## config.mk

```make
export PLATFORM = sky130hd
export DESIGN_NAME = i2s_mic_rx
export DESIGN_NICKNAME = d
export VERILOG_FILES = /design/src/rtl/i2s_mic_pkg.sv /design/src/rtl/sync_edge_det.sv /design/src/rtl/i2s_mic_rx.sv
export SDC_FILE = /design/constraint.sdc
export NUM_CORES = 1
export LEC_CHECK = 0
export BUFFER_PORTS_ARGS = -buffer_cell sky130_fd_sc_hd__buf_2
export CAP_MARGIN = 20
export CORE_UTILIZATION = 35
export DETAILED_ROUTE_END_ITERATION = 12
export SETUP_SLACK_MARGIN = 0.1
export SLEW_MARGIN = 20
export SYNTH_ARGS = -nofsm -noshare
export SYNTH_HDL_FRONTEND = slang
export SYNTH_SLANG_ARGS = --single-unit
```

## constraint.sdc

```tcl
create_clock -name clk -period 2.2 [get_ports clk]
set_input_delay 0.22 -clock clk [delete_from_list [all_inputs] [get_ports clk]]
set_output_delay 0.22 -clock clk [all_outputs]
set_load 0.02 [all_outputs]
```

## src/rtl/i2s_mic_pkg.sv

```systemverilog
// Shared defaults and state encoding for the I2S microphone receiver.
package i2s_mic_pkg;
  localparam int DATA_W_DEF = 24;
  localparam int SLOT_W_DEF = 32;

  typedef enum logic [1:0] {
    IDLE = 2'd0,
    SYNC = 2'd1,
    RUN  = 2'd2
  } state_t;
endpackage

```

## src/rtl/sync_edge_det.sv

```systemverilog
// Two-flop synchronizer followed by a registered rising-edge pulse.
module sync_edge_det (
  input  logic clk,
  input  logic rst,
  input  logic din,
  output logic rise
);
  logic [1:0] sync_reg;
  logic       prev_reg;
  logic       rise_reg;

  always_ff @(posedge clk) begin
    if (rst) begin
      sync_reg <= 2'b00;
      prev_reg <= 1'b0;
      rise_reg <= 1'b0;
    end else begin
      sync_reg <= {sync_reg[0], din};
      prev_reg <= sync_reg[1];
      rise_reg <= sync_reg[1] & ~prev_reg;
    end
  end

  assign rise = rise_reg;
endmodule

```

## src/rtl/i2s_mic_rx.sv

```systemverilog
// I2S microphone receiver: oversamples SCK/WS/SD in the clk domain and
// emits one PCM word per slot, flagging slots that are too short or too long.
module i2s_mic_rx
  import i2s_mic_pkg::*;
#(
  parameter int DATA_W = DATA_W_DEF,
  parameter int SLOT_W = SLOT_W_DEF
) (
  input  logic              clk,
  input  logic              rst,
  input  logic              en,
  input  logic              mic_sck,
  input  logic              mic_ws,
  input  logic              mic_sd,
  output logic [DATA_W-1:0] pcm_data,
  output logic              pcm_chan,
  output logic              pcm_valid,
  output logic              frame_err
);
  localparam int CNT_W = $clog2(SLOT_W + 1);
  localparam logic [CNT_W-1:0] CNT_LAST = CNT_W'(DATA_W - 1);
  localparam logic [CNT_W-1:0] CNT_DATA = CNT_W'(DATA_W);
  localparam logic [CNT_W-1:0] CNT_SLOT = CNT_W'(SLOT_W);
  localparam logic [CNT_W-1:0] CNT_ONE  = CNT_W'(1);

  logic              sck_rise;
  logic [1:0]        ws_sync_reg, sd_sync_reg;
  logic              ws_s, sd_s;
  state_t            state_reg, state_next;
  logic [CNT_W-1:0]  bit_cnt_reg, bit_cnt_next;
  logic [DATA_W-1:0] shift_reg, shift_next, shifted;
  logic              ws_prev_reg, ws_prev_next;
  logic              primed_reg, primed_next;
  logic              chan_reg, chan_next;
  logic [DATA_W-1:0] pcm_data_reg, pcm_data_next;
  logic              pcm_chan_reg, pcm_chan_next;
  logic              pcm_valid_reg, pcm_valid_next;
  logic              frame_err_reg, frame_err_next;

  sync_edge_det u_sck_sync (
    .clk  (clk),
    .rst  (rst),
    .din  (mic_sck),
    .rise (sck_rise)
  );

  assign ws_s    = ws_sync_reg[1];
  assign sd_s    = sd_sync_reg[1];
  assign shifted = {shift_reg[DATA_W-2:0], sd_s};

  always_comb begin
    state_next     = state_reg;
    bit_cnt_next   = bit_cnt_reg;
    shift_next     = shift_reg;
    ws_prev_next   = ws_prev_reg;
    primed_next    = primed_reg;
    chan_next      = chan_reg;
    pcm_data_next  = pcm_data_reg;
    pcm_chan_next  = pcm_chan_reg;
    pcm_valid_next = 1'b0;
    frame_err_next = 1'b0;
    case (state_reg)
      IDLE: begin
        bit_cnt_next = '0;
        primed_next  = 1'b0;
        if (en) state_next = SYNC;
      end
      SYNC: begin
        // The first rise after IDLE only records WS; an edge needs two samples.
        if (sck_rise) begin
          ws_prev_next = ws_s;
          primed_next  = 1'b1;
          if (primed_reg && (ws_s != ws_prev_reg)) begin
            state_next   = RUN;
            bit_cnt_next = '0;
            chan_next    = ws_s;
            shift_next   = '0;
          end
        end
      end
      RUN: begin
        if (sck_rise) begin
          ws_prev_next = ws_s;
          if (ws_s != ws_prev_reg) begin
            frame_err_next = (bit_cnt_reg < CNT_DATA);
            bit_cnt_next   = '0;
            chan_next      = ws_s;
            shift_next     = '0;
          end else if (bit_cnt_reg == CNT_SLOT) begin
            frame_err_next = 1'b1;
            state_next     = SYNC;
            bit_cnt_next   = '0;
          end else begin
            bit_cnt_next = bit_cnt_reg + CNT_ONE;
            if (bit_cnt_reg < CNT_DATA) shift_next = shifted;
            if (bit_cnt_reg == CNT_LAST) begin
              pcm_data_next  = shifted;
              pcm_chan_next  = chan_reg;
              pcm_valid_next = 1'b1;
            end
          end
        end
      end
      default: state_next = IDLE;
    endcase
    if (!en) begin
      state_next     = IDLE;
      bit_cnt_next   = '0;
      shift_next     = '0;
      pcm_valid_next = 1'b0;
      frame_err_next = 1'b0;
    end
  end

  always_ff @(posedge clk) begin
    if (rst) begin
      ws_sync_reg   <= 2'b00;
      sd_sync_reg   <= 2'b00;
      state_reg     <= IDLE;
      bit_cnt_reg   <= '0;
      shift_reg     <= '0;
      ws_prev_reg   <= 1'b0;
      primed_reg    <= 1'b0;
      chan_reg      <= 1'b0;
      pcm_data_reg  <= '0;
      pcm_chan_reg  <= 1'b0;
      pcm_valid_reg <= 1'b0;
      frame_err_reg <= 1'b0;
    end else begin
      ws_sync_reg   <= {ws_sync_reg[0], mic_ws};
      sd_sync_reg   <= {sd_sync_reg[0], mic_sd};
      state_reg     <= state_next;
      bit_cnt_reg   <= bit_cnt_next;
      shift_reg     <= shift_next;
      ws_prev_reg   <= ws_prev_next;
      primed_reg    <= primed_next;
      chan_reg      <= chan_next;
      pcm_data_reg  <= pcm_data_next;
      pcm_chan_reg  <= pcm_chan_next;
      pcm_valid_reg <= pcm_valid_next;
      frame_err_reg <= frame_err_next;
    end
  end

  assign pcm_data  = pcm_data_reg;
  assign pcm_chan  = pcm_chan_reg;
  assign pcm_valid = pcm_valid_reg;
  assign frame_err = frame_err_reg;
endmodule

```

==> summary.md, run 1 <==
| Metric | Value |
|---|---|
| Leak | 1.43 nW |
| DP HPWL | 3520 µm |
| Die Area | 8570 µm² |
| Area of the multi-input gates | 1350 µm² |
| Fill cells | 788 |
| CTS Root Cell | clkbuf_8 |
| Area contributors post-synth | dfxtp_1 48%, mux2i_1 17%, nand2_1 6.9% |
| CTS buffer count | 9 |
| Worst-margin pin slew | 0.704 ns |
| Total track usage | 0.141 |
| Area Overhead vs Synth | 17.0% |
| Residual DRC count | 0 |
| Peak supply drop | 0.463 mV |
| First drt pass iteration count | 4 |
| Clk sinks | 69 |
| Die X | 92.6 µm |
| Yosys warning count | 0 |
| Hold Crit Depth | 2 |
| Final hold vios | 0 |
| Vias/cell | 4.79 |
| CP max stage delay | 0.61 ns |
| Vias in the first global route | 2101 |
| Hold WC Path Type | in2reg |
| Worst-path fanout max | 5 |
| Hold WS | 0.0917 ns |
| Mapped Cells | 303 |
| Post-CTS Hold Buffers | 0 |
| Slowest cell on crit path | nor4bb_1 |
| Hold Startpoint | mic_sck |
| Nets | 350 |
| Synth Register Bits | 69 |
| Drt total wl | 5440 µm |
| Routed Antenna Nets | 0 |
| EDFF count, synth | 0 |
| Clock transition at path regs | 0.08 ns |
| Slew Viols, Final | 0 |
| Max-slew headroom | 0.527 |
| Reg area | 1380 µm² |
| # rows | 32 |
| Synthesized area per cell | 9.47 µm² |
| Cell area after synthesis | 2870 µm² |
| Layout cells sized above 1 | 0.182 |
| Crit path kind | reg2reg |
| First-pass GRT wire length | 9460 µm |
| Crit-path cells | inv_1 -> ha_1 -> nor4bb_1 -> nand4_1 -> mux2_2 -> a21oi_1 |
| CTS tree | built |
| Syn nets | 316 |
| Required @ worst endpoint | 2.48 ns |
| Top cell type's share of synthesized area | 0.481 |
| Total core area | 7850 µm² |
| Final setup fails | 0 |
| Vias after detailed routing | 2123 |
| Max Clk Rate | 0.510 GHz |
| FF-to-FF End | state_reg[1] |
| Initial antenna violation count | 0 |
| Outcome | complete, no violations |
| Unrepaired setup endpoints after global routing | no |
| Drt wl/cell | 12.3 µm |
| Min cycle time layout | 1.96 ns |
| Crit. End Element | register |
| Seq/Total Area, Yosys | 0.481 |
| Antenna cells | 0 |
| Height of the die | 92.6 µm |
| Worst hold endpoint | u_sck_sync.sync_reg[0] |
| Initial core utilization | 0.366 |
| Reg-to-Reg Start | bit_cnt_reg[0] |
| Final worst-path cycle share | 0.891 |
| Clk_lat worst skew | 0.34 ns |
| Reg2Reg Setup Slack | 0.24 ns |
| Element type at the critical path start | register |
| 1st-iter DRT viols | 152 |
| H-Tree Depth | 3 |
| Largest net degree at the start of global routing | 38 |
| Ys async rst share | 0 |
| Global route overflow | 0 |
| Worst Clk Skew | 0.00984 ns |
| Pwr Total | 2.58 mW |
| Num ports | 33 |
| FF-to-FF path depth | 6 |
| Deepest clock path buffer count | 2 |
| GP Congestion | 0.829 |
| Netlist cell types | 36 |
| Buffers on Ports | 32 |
| PD cells | 768 nW/µm² |
| Top_reg_cell synth | dfxtp_1 |
| Worst Path Arrival | 2.24 ns |
| TNS Setup | 0 ns |
| Maxcap violations | 0 |
| Cell taking the most area after synthesis | dfxtp_1 |
| Largest register FFs | 24 |
how the worst max path moves through the flow:
stage / endpoint / depth (start not counted) / slack [ns] / from
after floorplan: pcm_data[10] / 8 / 0.40 / state_reg[0]
after detailed placement: pcm_data[1] / 6 / 0.31 / state_reg[0]
final: state_reg[1] / 6 / 0.24 / bit_cnt_reg[0]
after CTS: pcm_data[1] / 6 / 0.28 / state_reg[0]
after global placement: pcm_data[8] / 6 / 0.34 / state_reg[0]
after global routing: pcm_data[4] / 6 / 0.14 / state_reg[0]
final cells by class:
type                    instances  area share
clock inverters                 6      0.0331
well taps                     102      0.0380
flip-flops and latches         69       0.411
inverters                      12      0.0134
multi-input cells             205       0.402
clock buffers                   9      0.0369
repair buffers                 40      0.0655
power by group:
part	internal [mW]	leakage (nW)	total [mW]	switching (mW)
logic	0.0290	0.759	0.0813	0.0523
registers	1.26	0.557	1.26	0.00569
clock network	0.749	0.116	1.24	0.487
total	2.03	1.43	2.58	0.545
metal layers:
metal  wire length [µm]  part of all wire  vias to the layer above  GRT usage
met1               2630              0.48                      971      0.174
met5                  0                 0                        -          0
met4                174             0.032                        0     0.0846
met2               2420              0.45                       52      0.227
li1                   -                 -                     1088          -
met3                216             0.040                       12     0.0255
synth_stat cells (2+ instances only):
cell	n
a31oi_1	2
clkbuf_1	10
nand3_1	7
inv_1	12
nand2b_1	2
buf_6	5
dfxtp_1	69
buf_1	2
nand4_1	3
nor3_1	7
a211oi_1	2
nand3b_1	2
ha_1	7
mux2i_1	49
and3_1	3
o21ai_0	6
o31ai_1	3
nor2b_1	10
nor2_1	27
a21oi_1	5
nand2_1	53
o211ai_1	3
worst max-delay path: cells and delay by family (launching register included):
kind	cells	cell delay [ns]
adders and majority gates	1	0.16
buffers and inverters	1	0.07
and+or+nand+nor	2	0.86
AOI/OAI and AO/OA	1	0.13
DFF	1	0.35
muxes	1	0.33
stage by stage:
stage / std cells / utilization / area, µm² / setup slack (ns)
floorplan: 303 / - / 2870 / 0.396
global placement: 428 / 0.397 / 3120 / 0.342
detailed placement: 428 / 0.397 / 3120 / 0.310
CTS: 443 / 0.427 / 3350 / 0.284
global route: 443 / 0.428 / 3360 / 0.136
finish: 443 / 0.428 / 3360 / 0.241
what timing repair did:
item	4_1_cts	5_1_grt
resized for setup	0	1
buffers inserted	0	0
setup endpoints to repair	0	2
cells by family after synthesis:
group,Yosys count,synth area share
AND/OR/NAND/NOR,120,0.193
flip-flops,69,0.481
multiplexers,50,0.175
buffers and inverters,29,0.0510
AO/OA/AOI/OAI,26,0.0610
adder cells (fa/ha/maj),7,0.0305
XOR/XNOR,2,0.00872
layout by cell type (no fill, tap or decap), types with 6 or more instances in the layout:
| master | n |
|---|---|
| buf_2 | 32 |
| buf_4 | 8 |
| clkbuf_8 | 9 |
| dfxtp_1 | 69 |
| ha_1 | 7 |
| inv_1 | 12 |
| mux2i_1 | 49 |
| nand2_1 | 53 |
| nand3_1 | 7 |
| nor2_1 | 27 |
| nor2b_1 | 9 |
| nor3_1 | 7 |
| o21ai_0 | 6 |
(Power assumes the default switching activity.)
==> run 2, diff against run 1 <==
--- a/config.mk
+++ b/config.mk
@@ -7,6 +7,7 @@
 export LEC_CHECK = 0
 export BUFFER_PORTS_ARGS = -buffer_cell sky130_fd_sc_hd__buf_2
 export CAP_MARGIN = 20
+export CORE_MARGIN = 3
 export CORE_UTILIZATION = 35
 export DETAILED_ROUTE_END_ITERATION = 12
 export SETUP_SLACK_MARGIN = 0.1
==> run 2 against run 1 <==
Effect of this change: maximum frequency grew 1.1%; setup slack gained 0.021 ns; total power shrank 1.8%; first-iteration DRC count shrank 32%; wire length grew 1.9%; die area grew 8.8%; highest routed layer unchanged.
==> summary.md, run 2 (synthesis gave the netlist of run 1 again) <==
| Metric | Value |
|---|---|
| Worst Path Arrival | 2.16 ns (-0.08 ns) |
| Routed wl met3 | 260 µm (+20%) |
| Slowest cell on crit path | or4_4 |
| Post-CTS setup buffers | 0 (unchanged) |
| Deepest clock path buffer count | 2 (unchanged) |
| Hold WC Path Type | in2reg |
| Worst-path fanout max | 26 (+21) |
| Global route overflow | 0 (unchanged) |
| Drt total wl | 5540 µm (+1.9%) |
| H-Tree Depth | 3 (unchanged) |
| Top cell by count, worst path | inv_1 |
| Min cycle time layout | 1.94 ns (-0.0212 ns) |
| Crit path kind | reg2reg |
| PD cells | 753 nW/µm² (-2.0%) |
| DRT met1 WL | 2710 µm (+3.3%) |
| Fin area | 3360 µm² (+0.15%) |
| Commonest non-fill, non-tap cells in the layout | 69 x dfxtp_1, 53 x nand2_1, 49 x mux2i_1 |
| # rows | 32 (unchanged) |
| Nets | 350 (unchanged) |
| Max-slew headroom | 0.488 (-0.0389) |
| Clk sinks | 69 (unchanged) |
| Worst hold endpoint | u_sck_sync.sync_reg[0] |
| 1st-iter DRT viols | 103 (-32%) |
| Post-CTS Hold Buffers | 0 (unchanged) |
| Unrepaired setup endpoints after global routing | no |
| Largest register FFs | 24 (unchanged) |
| Outcome | complete, no violations |
| Area Overhead vs Synth | 17.2% |
| Crit-path cells | inv_1 -> ha_1 -> inv_1 -> or4_4 -> mux2i_1 -> nor2_1 |
| Die X | 96.6 µm (+4.3%) |
| Maxcap violations | 0 (unchanged) |
| GP Congestion | 0.820 (-1.1%) |
| First drt pass iteration count | 4 (unchanged) |
| Clock transition at path regs | 0.07 ns (about the same) |
| Vias after detailed routing | 2155 (+1.5%) |
| Highest metal used | met4 |
| Reg-to-Reg Start | state_reg[0] |
| Worst-margin pin slew | 0.762 ns (+0.0579 ns) |
| Final worst-path cycle share | 0.881 (-0.00962) |
| Buffers on Ports | 32 (unchanged) |
| Required @ worst endpoint | 2.42 ns (-0.06 ns) |
| Leak | 1.43 nW (+0.10%) |
| Fill cells | 791 (+0.38%) |
| Routed Antenna Nets | 0 (unchanged) |
| Crit. End Element | register |
| Antenna cells | 0 (unchanged) |
| Vias in the first global route | 1989 (-5.3%) |
| CTS buffer count | 9 (unchanged) |
| Pwr Total | 2.53 mW (-1.8%) |
| Element type at the critical path start | register |
| DR WL met2 | 2470 µm (+2.0%) |
| Total track usage | 0.129 (-0.0118) |
| Area of the multi-input gates | 1350 µm² (-0.37%) |
| CP max stage delay | 0.78 ns (+0.17 ns) |
| Die Area | 9320 µm² (+8.8%) |
| CTS Root Cell | clkbuf_8 |
| Final hold vios | 0 (unchanged) |
| Slew Viols, Final | 0 (unchanged) |
| Worst Clk Skew | 0.00688 ns (-0.00295 ns) |
| Hold Startpoint | mic_sck |
| Initial core utilization | 0.366 (unchanged) |
| FF-to-FF End | pcm_data[21] |
| FF-to-FF path depth | 6 (unchanged) |
| Layout cells sized above 1 | 0.181 (-0.000532) |
| CTS tree | built |
| Hold Crit Depth | 2 (unchanged) |
| Largest net degree at the start of global routing | 32 (-16%) |
| Util after Layout | 0.429 (+0.000638) |
| First-pass GRT wire length | 9320 µm (-1.5%) |
| Reg area | 1380 µm² (unchanged) |
| Reg2Reg Setup Slack | 0.26 ns (+0.02 ns) |
| TNS Setup | 0 ns (unchanged) |
| Peak supply drop | 0.355 mV (-23%) |
| DP HPWL | 3630 µm (+3.1%) |
| Post_cts resized | 0 (unchanged) |
| Clk_lat worst skew | 0.34 ns (about the same) |
| Final setup fails | 0 (unchanged) |
| Drt wl/cell | 12.5 µm (+1.6%) |
| Num ports | 33 (unchanged) |
| Height of the die | 96.6 µm (+4.3%) |
| Max Clk Rate | 0.516 GHz (+1.1%) |
| Total core area | 7850 µm² (unchanged) |
| Placed instance area | 3130 µm² (+0.40%) |
| Residual DRC count | 0 (unchanged) |
| Vias/cell | 4.85 (+1.3%) |
| Leading cell type in the layout, fill and taps excluded | dfxtp_1 |
| Initial antenna violation count | 0 (unchanged) |
## run 2: changes by cell type in the layout (fill, tap and decap cells not counted)
cell / delta
a211oi_1: +1
a211oi_2: -1
buf_12: +1
buf_4: -1
bufinv_16: -1
clkbuf_8: +2
## run 2: critical path, delay by kind of cell (launching register included)
family | cells | cell delay, ns
buf+inv | 2 | 0.20
simple gates | 2 | 0.83
flops | 1 | 0.35
mux | 1 | 0.24
fa+ha+maj | 1 | 0.19
## run 2: how the worst max path moves through the flow
| stage | from | endpoint |
|---|---|---|
| 2_1_floorplan | state_reg[0] | pcm_data[10] |
| 3_3_place_gp | state_reg[0] | pcm_data[10] |
| 3_5_place_dp | state_reg[0] | pcm_data[21] |
| 4_1_cts | state_reg[0] | pcm_data[21] |
| 5_1_grt | state_reg[0] | pcm_data[13] |
| 6_report | state_reg[0] | pcm_data[21] |
## run 2: routing by layer
layer	vias to the layer above	GRT usage
met2	50	0.190
met4	0	0.0607
met1	1000	0.171
met3	10	0.0403
li1	1095	-
met5	-	0
## run 2: layout make-up
type                    instances  share of cell area
flip-flops and latches         69               0.411
multi-input cells             205               0.400
repair buffers                 40              0.0692
clock buffers                  11              0.0450
well taps                     102              0.0379
clock inverters                 5              0.0242
inverters                      12              0.0134
## run 2: stage by stage
step	setup WS, ns	hold WS [ns]	cells
finish	0.262	0.0909	444
global route	0.160	0.0871	444
CTS	0.254	0.0730	444
detailed placement	0.302	0.375	428
global placement	0.338	0.376	428
floorplan	0.396	0.348	303
## run 2: where the power goes
| part | switching, mW | internal [mW] |
|---|---|---|
| combinational | 0.0535 | 0.0290 |
| clock | 0.485 | 0.702 |
| sequential | 0.00570 | 1.26 |
| total | 0.544 | 1.99 |
==> run 3, diff against run 2 <==
--- a/config.mk
+++ b/config.mk
@@ -7,9 +7,12 @@
 export LEC_CHECK = 0
 export BUFFER_PORTS_ARGS = -buffer_cell sky130_fd_sc_hd__buf_2
 export CAP_MARGIN = 20
+export CELL_PAD_IN_SITES_DETAIL_PLACEMENT = 1
+export CELL_PAD_IN_SITES_GLOBAL_PLACEMENT = 1
 export CORE_MARGIN = 3
 export CORE_UTILIZATION = 35
 export DETAILED_ROUTE_END_ITERATION = 12
+export PLACE_DENSITY_LB_ADDON = 0.1
 export SETUP_SLACK_MARGIN = 0.1
 export SLEW_MARGIN = 20
 export SYNTH_ARGS = -nofsm -noshare
==> run 3 against run 2 <==
Effect of this change: combinational power grew 3.5%; wire length increased by 14%; first-iteration DRC count shrank 44%; largest power group unchanged; highest routed layer unchanged.
==> summary.md, run 3 (synthesis gave the netlist of run 1 again) <==
| Metric | Value |
|---|---|
| Maxcap violations | 0 (unchanged) |
| Buffers on Ports | 32 (unchanged) |
| CP max stage delay | 0.78 ns (about the same) |
| PD cells | 757 nW/µm² (+0.60%) |
| Peak supply drop | 0.255 mV (-28%) |
| CTS tree | built |
| Worst Clk Skew | 0.0135 ns (+0.00665 ns) |
| Worst hold endpoint | sd_sync_reg[0] |
| Deepest clock path buffer count | 2 (unchanged) |
| Vias/cell | 4.91 (+1.1%) |
| Residual DRC count | 0 (unchanged) |
| Hold Startpoint | mic_sd |
| Leak | 1.43 nW (unchanged) |
| TNS Setup | 0 ns (unchanged) |
| Leading cell type in the layout, fill and taps excluded | dfxtp_1 |
| Min cycle time layout | 1.94 ns (-0.00269 ns) |
| Global route overflow | 0 (unchanged) |
| # rows | 32 (unchanged) |
| Nets | 350 (unchanged) |
| Largest register FFs | 24 (unchanged) |
| Fin area | 3360 µm² (unchanged) |
| Slew Viols, Final | 0 (unchanged) |
| Final Worst Setup Slack | 0.264 ns (+0.00269 ns) |
| Outcome | complete, no violations |
| Hold WS | 0.0868 ns (-0.00410 ns) |
| Crit-path cells | inv_1 -> ha_1 -> inv_1 -> or4_4 -> mux2i_1 -> nor2_1 |
| Max Clk Rate | 0.517 GHz (+0.14%) |
| Drt wl/cell | 14.2 µm (+14%) |
| Hold Crit Depth | 2 (unchanged) |
| Initial core utilization | 0.366 (unchanged) |
| Worst-path fanout max | 26 (unchanged) |
| Vias after detailed routing | 2178 (+1.1%) |
| Crit. End Element | register |
| H-Tree Depth | 3 (unchanged) |
| Slowest cell on crit path | or4_4 |
| CTS Root Cell | clkbuf_8 |
| Final hold vios | 0 (unchanged) |
| Placement Setup Slack | 0.260 ns (-0.0420 ns) |
| Reg-to-Reg Start | state_reg[0] |
| Antenna cells | 0 (unchanged) |
| Post-CTS Hold Buffers | 0 (unchanged) |
| Die X | 96.6 µm (unchanged) |
| Area Overhead vs Synth | 17.2% (unchanged) |
| DP HPWL | 4120 µm (+14%) |
| Required @ worst endpoint | 2.41 ns (about the same) |
| Die Area | 9320 µm² (unchanged) |
| Layout cells sized above 1 | 0.181 (unchanged) |
| FF-to-FF End | pcm_data[0] |
| Worst Path Arrival | 2.14 ns (-0.02 ns) |
| Num ports | 33 (unchanged) |
| Clk sinks | 69 (unchanged) |
| Vias in the first global route | 2154 (+8.3%) |
| Height of the die | 96.6 µm (unchanged) |
| Post_cts resized | 0 (unchanged) |
| Final worst-path cycle share | 0.880 (-0.00122) |
| Largest net degree at the start of global routing | 37 (+16%) |
| First-pass GRT wire length | 10400 µm (+12%) |
| Drt total wl | 6320 µm (+14%) |
| Clock transition at path regs | 0.08 ns (about the same) |
| Fill cells | 925 (+17%) |
| First drt pass iteration count | 4 (unchanged) |
| Commonest non-fill, non-tap cells in the layout | 69 x dfxtp_1, 53 x nand2_1, 49 x mux2i_1 |
| Max-slew headroom | 0.530 (+0.0419) |
| Top cell by count, worst path | inv_1 |
| Hold WC Path Type | in2reg |
| Unrepaired setup endpoints after global routing | no |
| Initial antenna violation count | 0 (unchanged) |
| Element type at the critical path start | register |
| Reg2Reg Setup Slack | 0.26 ns (about the same) |
| Routed Antenna Nets | 0 (unchanged) |
| Placed instance area | 3130 µm² (unchanged) |
| CTS buffer count | 9 (unchanged) |
| GP Congestion | 0.820 (about the same) |
| Clk_lat worst skew | 0.34 ns (about the same) |
| Crit path kind | reg2reg |
| Total core area | 7850 µm² (unchanged) |
| Final setup fails | 0 (unchanged) |
| Post-CTS setup buffers | 0 (unchanged) |
| 1st-iter DRT viols | 58 (-44%) |
| FF-to-FF path depth | 6 (unchanged) |
| Worst-margin pin slew | 0.700 ns (-0.0624 ns) |
| Total track usage | 0.143 (+0.0147) |
## run 3: cell counts in the layout (fill, tap and decap cells not counted)
No cell type changed its count.
## run 3: metrics by stage
step | power (mW) | util | std cells
CTS | 2.59 | 0.429 | 444
global placement | 1.38 | 0.399 | 428
floorplan | 1.35 | - | 303
detailed placement | 1.38 | 0.399 | 428
finish | 2.55 | 0.429 | 444
global route | 2.64 | 0.429 | 444
## run 3: power by group
part | switching [mW] | internal (mW) | leakage [nW]
Combinational | 0.0560 | 0.0294 | 0.761
Clock | 0.497 | 0.703 | 0.116
Sequential | 0.00599 | 1.26 | 0.557
Total | 0.559 | 1.99 | 1.43
## run 3: layer usage
metal | track usage | wire length [µm] | part of all wire
met1 | 0.197 | 3190 | 0.50
met2 | 0.222 | 2860 | 0.45
met3 | 0.0263 | 193 | 0.031
met4 | 0.0561 | 80 | 0.013
met5 | 0 | 0 | 0
## run 3: layout make-up
class | instances | area (µm²) | share of cell area
well taps | 102 | 128 | 0.0379
clock buffers | 11 | 151 | 0.0450
multi-input cells | 205 | 1350 | 0.400
flip-flops and latches | 69 | 1380 | 0.411
repair buffers | 40 | 233 | 0.0692
inverters | 12 | 45.0 | 0.0134
clock inverters | 5 | 81.3 | 0.0242
## run 3: how the worst max path moves through the flow
stage | start | endpoint | slack (ns)
2_1_floorplan | state_reg[0] | pcm_data[10] | 0.40
3_3_place_gp | state_reg[0] | pcm_data[13] | 0.33
3_5_place_dp | state_reg[0] | pcm_data[0] | 0.26
4_1_cts | state_reg[0] | pcm_data[0] | 0.25
5_1_grt | bit_cnt_reg[0] | state_reg[0] | 0.10
6_report | state_reg[0] | pcm_data[0] | 0.26
## run 3: worst max-delay path, delay by kind of cell, from the launching register on
family	cells	cell delay, ns
simple gates	2	0.83
flops	1	0.36
mux	1	0.26
fa+ha+maj	1	0.17
buf+inv	2	0.17
